<file path="config.mk">
export PLATFORM = sky130hd
export DESIGN_NAME = matrix_mac_stream_flat
export DESIGN_NICKNAME = d
export VERILOG_FILES = /design/src/rtl/matrix_mac_pkg.sv /design/src/rtl/matrix_mac_stream_if.sv /design/src/rtl/matrix_mac_cell.sv /design/src/rtl/matrix_mac_stream.sv /design/src/flat_wrapper.sv
export SDC_FILE = /design/constraint.sdc
export NUM_CORES = 2
export LEC_CHECK = 0
export CORE_MARGIN = 4
export CORE_UTILIZATION = 25
export DETAILED_ROUTE_END_ITERATION = 12
export HOLD_SLACK_MARGIN = 0.12
export SLEW_MARGIN = 25
export SYNTH_ARGS = -nofsm -noshare
export SYNTH_HDL_FRONTEND = slang
export SYNTH_SLANG_ARGS = --single-unit
</file>
<file path="constraint.sdc">
create_clock -name clock -period 4.7 [get_ports clock]
set_input_delay 0.705 -clock clock [delete_from_list [all_inputs] [get_ports clock]]
set_output_delay 0.705 -clock clock [all_outputs]
set_load 0.02 [all_outputs]
</file>
<file path="src/rtl/matrix_mac_pkg.sv">
// Shared FSM encoding, result type and arithmetic helpers for the matrix MAC engine.
// Latency: none (constants, types and pure functions only).
// Backpressure: none.
package matrix_mac_pkg;

    localparam logic [1:0] ST_IDLE  = 2'd0;
    localparam logic [1:0] ST_ACCUM = 2'd1;
    localparam logic [1:0] ST_FLUSH = 2'd2;
    localparam logic [1:0] ST_DRAIN = 2'd3;

    typedef enum logic [1:0] {
        IDLE  = ST_IDLE,
        ACCUM = ST_ACCUM,
        FLUSH = ST_FLUSH,
        DRAIN = ST_DRAIN
    } state_t;

    // Accumulate result: value is exact when saturating, otherwise the caller
    // truncates to its accumulator width, which yields two's-complement wrap.
    typedef struct packed {
        logic        ovf;
        logic [63:0] val;
    } sat_res_t;

    function automatic int clog2(input int v);
        int r;
        r = 0;
        for (int k = 0; k < 31; k++) begin
            if ((1 << k) < v) r = k + 1;
        end
        return r;
    endfunction

    // Operands arrive already sign-extended to 64 bits; accumulators up to
    // 62 bits wide cannot overflow the 64-bit intermediate sum.
    function automatic sat_res_t sat_add(input longint acc, input longint prod,
                                         input int acc_w, input bit sat);
        longint   sum;
        longint   hi;
        longint   lo;
        sat_res_t r;
        sum   = acc + prod;
        hi    = (64'sd1 <<< (acc_w - 1)) - 64'sd1;
        lo    = -hi - 64'sd1;
        r.ovf = (sum > hi) || (sum < lo);
        r.val = sum;
        if (sat && (sum > hi)) r.val = hi;
        else if (sat && (sum < lo)) r.val = lo;
        return r;
    endfunction

endpackage

</file>
<file path="src/rtl/matrix_mac_stream_if.sv">
// Operand-beat and result-row handshake bundle for the matrix MAC engine.
// Latency: none (wiring only).
// Backpressure: in_valid/in_ready and out_valid/out_ready valid-ready pairs.
interface matrix_mac_stream_if #(
    parameter int N          = 4,
    parameter int DATA_WIDTH = 8,
    parameter int ACC_WIDTH  = 20
);
    localparam int IDX_W = matrix_mac_pkg::clog2(N);

    logic                    in_valid;
    logic                    in_ready;
    logic [N*DATA_WIDTH-1:0] in_col_a;
    logic [N*DATA_WIDTH-1:0] in_row_b;
    logic                    out_valid;
    logic                    out_ready;
    logic [N*ACC_WIDTH-1:0]  out_row;
    logic [IDX_W-1:0]        out_idx;
    logic                    out_last;

    modport master (
        output in_valid, in_col_a, in_row_b, out_ready,
        input  in_ready, out_valid, out_row, out_idx, out_last
    );

    modport slave (
        input  in_valid, in_col_a, in_row_b, out_ready,
        output in_ready, out_valid, out_row, out_idx, out_last
    );

endinterface

</file>
<file path="src/rtl/matrix_mac_cell.sv">
// One (i,j) cell: registers a*b, then adds it into a saturating/wrapping accumulator.
// Latency: 2 cycles from en to acc.
// Backpressure: none; clr discards the pending product and zeroes acc.
module matrix_mac_cell
    import matrix_mac_pkg::*;
#(
    parameter int DATA_WIDTH = 8,
    parameter int ACC_WIDTH  = 20,
    parameter int SATURATE   = 1
) (
    input  logic                        clock,
    input  logic                        reset,
    input  logic                        clr,
    input  logic                        en,
    input  logic signed [DATA_WIDTH-1:0] a,
    input  logic signed [DATA_WIDTH-1:0] b,
    output logic signed [ACC_WIDTH-1:0]  acc,
    output logic                        ovf
);

    logic signed [2*DATA_WIDTH-1:0] prod_q;
    logic                           prod_vld;
    sat_res_t                       sum;
    logic                           unused_hi;

    // Next accumulator value for the product currently held in stage 1.
    always_comb begin
        sum = sat_add(longint'(acc), longint'(prod_q), ACC_WIDTH, SATURATE != 0);
    end

    // Overflow is reported only on a cycle that actually retires a product.
    assign ovf       = prod_vld && sum.ovf;
    assign unused_hi = ^sum.val[63:ACC_WIDTH];

    // Stage 1: capture the full-precision signed product.
    always_ff @(posedge clock) begin
        if (reset || clr) begin
            prod_q   <= '0;
            prod_vld <= 1'b0;
        end else begin
            prod_vld <= en;
            if (en) prod_q <= (2*DATA_WIDTH)'(a) * (2*DATA_WIDTH)'(b);
        end
    end

    // Stage 2: fold the product into the accumulator.
    always_ff @(posedge clock) begin
        if (reset || clr) begin
            acc <= '0;
        end else if (prod_vld) begin
            acc <= sum.val[ACC_WIDTH-1:0];
        end
    end

endmodule

</file>
<file path="src/rtl/matrix_mac_stream.sv">
// NxN outer-product MAC (C += a*b^T per beat) with row-by-row result drain.
// Latency: beat visible in acc 2 cycles after accept; first row 2 cycles after drain.
// Backpressure: in_ready low in FLUSH/DRAIN and during clear; rows held while out_ready low.
module matrix_mac_stream
    import matrix_mac_pkg::*;
#(
    parameter int N              = 4,
    parameter int DATA_WIDTH     = 8,
    parameter int ACC_WIDTH      = 20,
    parameter int SATURATE       = 1,
    parameter int CLEAR_ON_DRAIN = 1
) (
    input  logic                clock,
    input  logic                reset,
    input  logic                clear,
    input  logic                drain,
    matrix_mac_stream_if.slave  bus,
    output logic                busy,
    output logic                overflow
);

    localparam int IDX_W = clog2(N);

    state_t                      state_q;
    state_t                      state_d;
    logic [IDX_W-1:0]            idx_q;
    logic                        idle_or_accum;
    logic                        accept;
    logic                        row_done;
    logic                        zero_acc;
    logic                        ovf_clr;
    logic signed [ACC_WIDTH-1:0] acc_w [N][N];
    logic [N*N-1:0]              cell_ovf;

    assign idle_or_accum = (state_q == IDLE) || (state_q == ACCUM);
    assign bus.in_ready  = idle_or_accum && !clear && !reset;
    assign accept        = bus.in_valid && bus.in_ready;
    assign row_done      = (state_q == DRAIN) && bus.out_ready && (idx_q == IDX_W'(N - 1));

    assign busy          = (state_q != IDLE);
    assign bus.out_valid = (state_q == DRAIN);
    assign bus.out_idx   = idx_q;
    assign bus.out_last  = (state_q == DRAIN) && (idx_q == IDX_W'(N - 1));

    // Next-state logic; clear outranks drain, drain outranks a plain beat.
    always_comb begin
        state_d  = state_q;
        zero_acc = 1'b0;
        ovf_clr  = 1'b0;
        case (state_q)
            IDLE, ACCUM: begin
                if (clear) begin
                    state_d  = IDLE;
                    zero_acc = 1'b1;
                    ovf_clr  = 1'b1;
                end else if (drain) begin
                    state_d = FLUSH;
                end else if (accept) begin
                    state_d = ACCUM;
                end
            end
            FLUSH: state_d = DRAIN;
            DRAIN: begin
                if (row_done) begin
                    state_d  = (CLEAR_ON_DRAIN != 0) ? IDLE : ACCUM;
                    zero_acc = (CLEAR_ON_DRAIN != 0);
                end
            end
            default: state_d = IDLE;
        endcase
    end

    // State register.
    always_ff @(posedge clock) begin
        if (reset) state_q <= IDLE;
        else       state_q <= state_d;
    end

    // Row index advances on each accepted result row and wraps after the last.
    always_ff @(posedge clock) begin
        if (reset) begin
            idx_q <= '0;
        end else if ((state_q == DRAIN) && bus.out_ready) begin
            idx_q <= row_done ? '0 : idx_q + IDX_W'(1);
        end
    end

    // Sticky overflow; the drain-end accumulator zeroing deliberately leaves it set.
    always_ff @(posedge clock) begin
        if (reset || ovf_clr) overflow <= 1'b0;
        else if (|cell_ovf)   overflow <= 1'b1;
    end

    // Select the accumulator row addressed by the drain index.
    always_comb begin
        bus.out_row = '0;
        for (int j = 0; j < N; j++) begin
            bus.out_row[j*ACC_WIDTH +: ACC_WIDTH] = acc_w[idx_q][j];
        end
    end

    for (genvar i = 0; i < N; i++) begin : g_row
        for (genvar j = 0; j < N; j++) begin : g_col
            matrix_mac_cell #(
                .DATA_WIDTH (DATA_WIDTH),
                .ACC_WIDTH  (ACC_WIDTH),
                .SATURATE   (SATURATE)
            ) u_cell (
                .clock (clock),
                .reset (reset),
                .clr   (zero_acc),
                .en    (accept),
                .a     (bus.in_col_a[i*DATA_WIDTH +: DATA_WIDTH]),
                .b     (bus.in_row_b[j*DATA_WIDTH +: DATA_WIDTH]),
                .acc   (acc_w[i][j]),
                .ovf   (cell_ovf[i*N + j])
            );
        end
    end

endmodule

</file>
<file path="src/flat_wrapper.sv">
// flat-port wrapper written by rule: the top's interface ports become plain ports
module matrix_mac_stream_flat import matrix_mac_pkg::*;
#(
    parameter int N              = 4,
    parameter int DATA_WIDTH     = 8,
    parameter int ACC_WIDTH      = 20,
    parameter int SATURATE       = 1,
    parameter int CLEAR_ON_DRAIN = 1
)
  (clock, reset, clear, drain, busy, overflow, bus_in_valid, bus_in_col_a, bus_in_row_b, bus_out_ready, bus_in_ready, bus_out_valid, bus_out_row, bus_out_idx, bus_out_last);
  matrix_mac_stream_if #(.N(N), .DATA_WIDTH(DATA_WIDTH), .ACC_WIDTH(ACC_WIDTH)) bus_i ();
  input  logic clock;
  input  logic reset;
  input  logic clear;
  input  logic drain;
  output logic busy;
  output logic overflow;
  input wire logic [$bits(bus_i.in_valid)-1:0] bus_in_valid;
  input wire logic [$bits(bus_i.in_col_a)-1:0] bus_in_col_a;
  input wire logic [$bits(bus_i.in_row_b)-1:0] bus_in_row_b;
  input wire logic [$bits(bus_i.out_ready)-1:0] bus_out_ready;
  output wire logic [$bits(bus_i.in_ready)-1:0] bus_in_ready;
  output wire logic [$bits(bus_i.out_valid)-1:0] bus_out_valid;
  output wire logic [$bits(bus_i.out_row)-1:0] bus_out_row;
  output wire logic [$bits(bus_i.out_idx)-1:0] bus_out_idx;
  output wire logic [$bits(bus_i.out_last)-1:0] bus_out_last;
  assign bus_i.in_valid = bus_in_valid;
  assign bus_i.in_col_a = bus_in_col_a;
  assign bus_i.in_row_b = bus_in_row_b;
  assign bus_i.out_ready = bus_out_ready;
  assign bus_in_ready = bus_i.in_ready;
  assign bus_out_valid = bus_i.out_valid;
  assign bus_out_row = bus_i.out_row;
  assign bus_out_idx = bus_i.out_idx;
  assign bus_out_last = bus_i.out_last;
  matrix_mac_stream #(.N(N), .DATA_WIDTH(DATA_WIDTH), .ACC_WIDTH(ACC_WIDTH), .SATURATE(SATURATE), .CLEAR_ON_DRAIN(CLEAR_ON_DRAIN)) u_core (.clock(clock), .reset(reset), .clear(clear), .drain(drain), .bus(bus_i), .busy(busy), .overflow(overflow));
endmodule
</file>
* Word-level counts from Yosys, hierarchy flattened
Index checks and enable logic that the tools add are counted.
W data, S select, Z words.
** Storage, ports and cells
- Bits in registers :: 582
- Bits in latches :: 0
- RAM bits :: 0
- Bits in read-only memories :: 0
- Input bits :: 70
- Output and inout bits :: 87
- Word-level logic and storage cells :: 202
- Memories :: 0
** Operators by class
- Add/sub/neg operators :: 17
- Multiply operators :: 16
- Div/mod/pow operators :: 0
- Order comparisons :: 33
- Equality and inequality tests :: 6
- Shifts and indexed selects :: 0
- Muxes and demuxes :: 45
- Bitwise logic cells :: 1
- Reduce and logical (&&, ||, !) cells :: 48
** Operators with widths (number)
- $mux W20 :: 32
- $add A20 B16 Y21 :: 16
- $gt A21 B20 Y1 const B :: 16
- $lt A21 B20 Y1 const B :: 16
- $mul A8 B8 Y16 :: 16
- $bmux W80 S2 :: 1
- $mux W80 :: 2
- $logic_and A1 B1 Y1 :: 22
- $logic_or A1 B1 Y1 :: 19
- $reduce_or A16 Y1 :: 1
- $mux W2 :: 5
- $eq A2 B2 Y1 const B :: 3
- $pmux W2 S3 :: 1
- $ne A4 B4 Y1 const B :: 1
- $ge A3 B3 Y1 const B :: 1
- $mux W1 :: 3
- $not A2 Y3 :: 1
- $add A2 B1 Y2 const B :: 1
- $eq A2 B1 Y1 const B :: 1
- $logic_not A1 Y1 :: 2
- $logic_not A2 Y1 :: 1
- $ne A2 B1 Y1 const B :: 1
- $pmux W1 S2 :: 1
- $reduce_and A2 Y1 :: 1
- 2 further kinds :: 2

* Logic depth before layout (Yosys ltp)
- Word-level depth :: 9
- Gate-level depth with buffers :: 25
- Depth with buffers taken out :: 24

* Modules after synthesis
A second synthesis with hierarchy kept.
** Second synthesis, totals
- Cell total of the unflattened synthesis :: 8961
- Area total of the unflattened synthesis :: 79826.6 µm²
** Modules (own cells, without submodules)
- matrix_mac_cell at u_core.g_row[0].g_col[0].u_cell ... :: instances 9, cells each 568, area each 4847.1 µm², sequential area each 740.7 µm²
- matrix_mac_cell at u_core.g_row[2].g_col[2].u_cell ... :: instances 5, cells each 529, area each 4877.2 µm², sequential area each 740.7 µm²
- matrix_mac_cell at u_core.g_row[2].g_col[1].u_cell :: instances 1, cells each 556, area each 4903.5 µm², sequential area each 740.7 µm²
- matrix_mac_cell at u_core.g_row[3].g_col[3].u_cell :: instances 1, cells each 515, area each 4689.5 µm², sequential area each 740.7 µm²
- matrix_mac_stream :: instances 1, cells each 133, area each 2223.4 µm², sequential area each 100.1 µm²

* Worst setup path before layout
OpenSTA, ideal clock, no wires.
- Path type :: input to register
- From :: input bus_in_row_b[15]
- To :: register u_core.g_row[0].g_col[1].u_cell.prod_q[14]
- Library setup time :: 0.128 ns
- Arrival time :: 4.939 ns
- Data required time :: 4.572 ns
- Path slack :: -0.367 ns
- Cell stages on the path :: 21
- Path buffers :: 1
- Cells stage by stage :: clkbuf_1 -> inv_1 -> fa_1 -> fa_1 -> inv_1 -> fa_1 -> inv_1 -> fa_1 -> inv_1 -> ha_1 -> o21ai_0 -> nand2_1 -> and2_1 -> o21ai_0 -> nand2b_1 -> a21o_1 -> a21o_1 -> a21o_1 -> a21oi_1 -> xor2_1 -> o21ai_0
** On the way
- Cells in the longest elaborated chain, start to end :: 1
** RTL lines
- from (decl) :: RTL line flat_wrapper.sv:20 : input wire logic [$bits(bus_i.in_row_b)-1:0] bus_in_row_b;
- $mul A8 B8 Y16 :: RTL line matrix_mac_cell.sv:42 : if (en) prod_q <= (2*DATA_WIDTH)'(a) * (2*DATA_WIDTH)'(b);
- to (signal assigned) :: RTL line matrix_mac_cell.sv:42
- to (decl) :: RTL line matrix_mac_cell.sv:21 : logic signed [2*DATA_WIDTH-1:0] prod_q;
Every way passes these cells.
A chain may end at the register's enable or synchronous reset.

* Worst setup path in the final report
- From :: input bus_in_col_a[20]
- To :: register u_core.g_row[2].g_col[3].u_cell.prod_q[15]
** On the way
- Cells in the longest elaborated chain, start to end :: 1
** RTL lines
- from (decl) :: RTL line flat_wrapper.sv:19 : input wire logic [$bits(bus_i.in_col_a)-1:0] bus_in_col_a;
- $mul A8 B8 Y16 :: RTL line matrix_mac_cell.sv:42
- to (signal assigned) :: RTL line matrix_mac_cell.sv:42
- to (decl) :: RTL line matrix_mac_cell.sv:21
Every way passes these cells.

==> results by group <==
Run status
  – Outcome: finished, final reports clean

Timing
  – Slew headroom: 27.43%
  – Fin. Hold Viols: 0
  – Minimum clock period after layout: 4.566 ns
  – Worst-margin pin slew: 1.089 ns
  – Setup TNS: 0 ns
  – Setup ws final: 0.1338 ns
  – Period Utilization, post-route: 97.15%
  – Peak Freq: 219.0 MHz
  – RSZ-0062 raised after global routing: true
  – Finish-stage setup viols: 0
  – Worst Clk Skew: 0.03577 ns
  – Max Slew Vio Count: 0

Power
  – Design Power: 0.04051 W
  – Internal Power: 0.02330 W
  – Cell Pwr Density: 426.4 nW/µm²
  – Leakage: 42.39 nW
  – Sequential fraction of design power: 14.7%
  – Peak VDD IR: 0.0003468 V
  – Gate power share: 70.8%
  – Psw: 0.01722 W
  – Sw Share: 42.50%
  – Clock power frac: 14.4%

Detailed routing
  – Final antenna-violating net count: 0
  – Via density per instance: 4.597
  – Starting DRT DRC Count: 3985
  – Drt drc: 0
  – Total wire length: 252.3 mm
  – Drt wl/cell: 18.47 µm
  – Via count: 62775
  – Pre-antenna DRT Iters: 6

Placement
  – Placed Area: 89510 µm²
  – Gpl congestion: 0.8655
  – PortBufs: 156
  – Place WS: -0.9366 ns
  – HPWL after DPL: 186.2 mm

Yosys
  – Synthesized flop and latch total: 582
  – Most numerous cell in the Yosys netlist: inv_1
  – Ys flop type: dfxtp_1
  – Largest area contributor in the netlist: fa_1
  – Post-Synthesis Cells: 8796
  – Async set-reset flop share out of synthesis: 0%
  – Post-synth EDFFs: 0
  – Synth cell count leaders: 1196 x inv_1, 896 x fa_1, 785 x ha_1, 782 x a21oi_1, 771 x nand2_1
  – Synthesized area per cell: 8.677 µm²
  – Ys Warns: 0
  – Share of the synthesized area in the top cell type: 23.50%
  – Mapped cell area: 76320 µm²
  – Yosys cell types: 93
  – Post-synthesis sequential area ratio: 15.27%
  – Top post-synthesis cells by area: fa_1 24%, dfxtp_1 15%, ha_1 13%, inv_1 5.9%, a21oi_1 5.1%
  – Post-Syn Nets: 10547

Worst setup path
  – Startpoint types: primary input
  – Critical Path Sink Type: flip-flop
  – Worst r2r path cells: 18
  – Crit-path slowest cell: fa_1
  – Worst reg-to-reg setup slack: 0.47 ns
  – Cell Chain, Critical Path: buf_12 -> buf_12 -> buf_16 -> buf_6 -> and2_4 -> fa_1 -> inv_1 -> fa_1 -> fa_1 -> inv_2 -> fa_1 -> ha_4 -> a21oi_4 -> o21bai_1 -> a21oi_2 -> nor2b_1 -> o21a_1 -> nor4_1 -> nor3_1 -> xnor2_1 -> o21ai_1
  – Reg2Reg Launch Point: u_core.g_row[1].g_col[1].u_cell.prod_q[1]
  – Slowest cell delay on critical path: 0.59 ns
  – Crit. Startpoint: bus_in_col_a[20]
  – Req. time, crit path: 5.24 ns
  – Worst Path Max Fanout: 4
  – Worst Path Arrival: 5.11 ns
  – Critical path buffers and inverters: 6
  – CP dominant cell by count: fa_1
  – RR Endpoint: u_core.overflow
  – CP top delay family: adder cells
  – Path type of the worst setup path: primary input to flip-flop

Layout
  – Final core occ: 31.33%
  – Post-route cell area: 95010 µm²
  – Area delta synth->final: 24.48%
  – Multi-input gate area: 59890 µm²
  – Final nets: 11352
  – Filler cells: 31487
  – FF/Latch Area: 11660 µm²
  – Layout cells sized above 1: 16.94%

Hold path
  – Worst Hold Endpoint: u_core.g_row[2].g_col[3].u_cell.prod_q[0]
  – Worst hold start: bus_in_col_a[16]
  – WHS Path Cells: 3
  – Hold/Removal Path Class: primary input to flip-flop

Clock tree
  – CTS clk-pin slew, worst paths: 0.05 ns
  – CTS sink cnt: 582
  – Clock buffer depth: 3
  – Inserted Clock Buffers: 74
  – Root buffer cell: clkbuf_16
  – TritonCTS clock tree: yes
  – Worst-Skew Late Latency: 0.70 ns
  – CTS H-Tree Depth: 3
  – Hold Buf Count CTS: 0

Die
  – Initial cell density of the core: 25.17%
  – Die area: 314200 µm²
  – Die width: 560.5 µm
  – IO Pins: 157
  – Std cell rows: 202
  – Die span in y: 560.5 µm
  – Core footprint: 303300 µm²

Global routing
  – First-pass GRT wire length: 379.6 mm
  – Initial antenna violation count: 46
  – Via count of the first global-routing pass: 62019
  – Largest net degree at the start of global routing: 137
  – GRT overflow: 0
  – All-Layer GR Usage: 15.52%

Run
  – Max Cap Violations: 0
metal layers:
| metal | track usage [%] | wire length (µm) | vias up |
|---|---|---|---|
| met2 | 24.35 | 110500 | 1428 |
| met5 | 0 | 156 | - |
| met4 | 4.225 | 7398 | 22 |
| li1 | - | - | 30441 |
| met1 | 22.16 | 118800 | 30626 |
| met3 | 2.273 | 15470 | 258 |
tightest hold or removal path, cell delays in order:
cell and delay (ns):
buf_6 0.15, nand3_1 0.11, a21oi_1 0.06
cell usage in the layout (no fill, tap or decap), drive strengths merged, types with 121 or more instances in the layout:
master  Yosys  final
inv      1196   1201
buf        38   1043
fa        896    896
ha        785    785
a21oi     783    783
nand2     771    771
and2      617    617
dfxtp     582    582
o21ai     548    548
xnor2     289    289
maj3      270    270
nor2      256    256
xor2      227    227
nand2b    184    184
a21o      159    159
clkbuf    414    121
layout make-up:
class / instances / share of cell area, %
Multi-Input combinational cell: 6566 / 63.04
Sequential cell: 582 / 12.27
Timing Repair Buffer: 1181 / 12.14
Tap cell: 3978 / 5.239
Inverter: 1196 / 4.730
Clock buffer: 99 / 2.154
Clock inverter: 28 / 0.3595
Antenna cell: 25 / 0.06585
timing repair:
action                                  CTS  global route
pin swaps                                56           244
endpoints found under the setup margin   51            75
gates resized for setup                 149           410
endpoints found under the hold margin     0             0
cloned                                   26             9
buffers inserted                         51            67
power groups by stage:
stage                     Sequential (W)  Clock (W)  Combinational, W
after floorplan                  0.00564          0            0.0172
after global placement           0.00605          0            0.0269
after detailed placement         0.00606          0            0.0271
after CTS                        0.00595    0.00599            0.0277
after global routing             0.00599    0.00614            0.0322
final                            0.00596    0.00585            0.0287
worst max-delay path by stage:
| stage | end | depth (start not counted) |
|---|---|---|
| finish | u_core.g_row[2].g_col[3].u_cell.prod_q[15] | 21 |
| global route | u_core.g_row[2].g_col[1].u_cell.prod_q[14] | 23 |
| detailed placement | u_core.g_row[1].g_col[3].u_cell.prod_q[15] | 23 |
| global placement | u_core.g_row[1].g_col[3].u_cell.prod_q[15] | 23 |
| CTS | u_core.g_row[1].g_col[0].u_cell.prod_q[13] | 22 |
| floorplan | u_core.g_row[3].g_col[0].u_cell.prod_q[14] | 22 |
metrics by stage:
step                      hold slack (ns)  instances
after floorplan                    0.4315       8796
after global placement             0.4469      13359
after detailed placement           0.4509      13359
after CTS                          0.4609      13561
after global routing               0.4083      13632
final                              0.4205      13655
state kept, by name (all words and copies together), names as in the netlist:
name,cells
u_core.g_row.g_col.u_cell.prod_q,256
u_core.state_q,2
u_core.overflow,1
u_core.g_row.g_col.u_cell.prod_vld,1
u_core.bus.out_idx,2
u_core.g_row.g_col.u_cell.acc,320
kinds of logic (layout without fill, tap and decap cells):
logic type               after synthesis  after routing  synth area share, %
XOR/XNOR                             516            516                5.966
buffers and inverters               1648           2504                8.138
flip-flops                           582            582                15.27
AND/OR/NAND/NOR                     2183           2183                14.34
adder cells (fa/ha/maj)             1951           1951                39.91
other                                  0             25                    0
multiplexers                          97             97                2.587
AO/OA/AOI/OAI                       1819           1819                13.80
No activity file was read; power rests on OpenSTA's default activity.
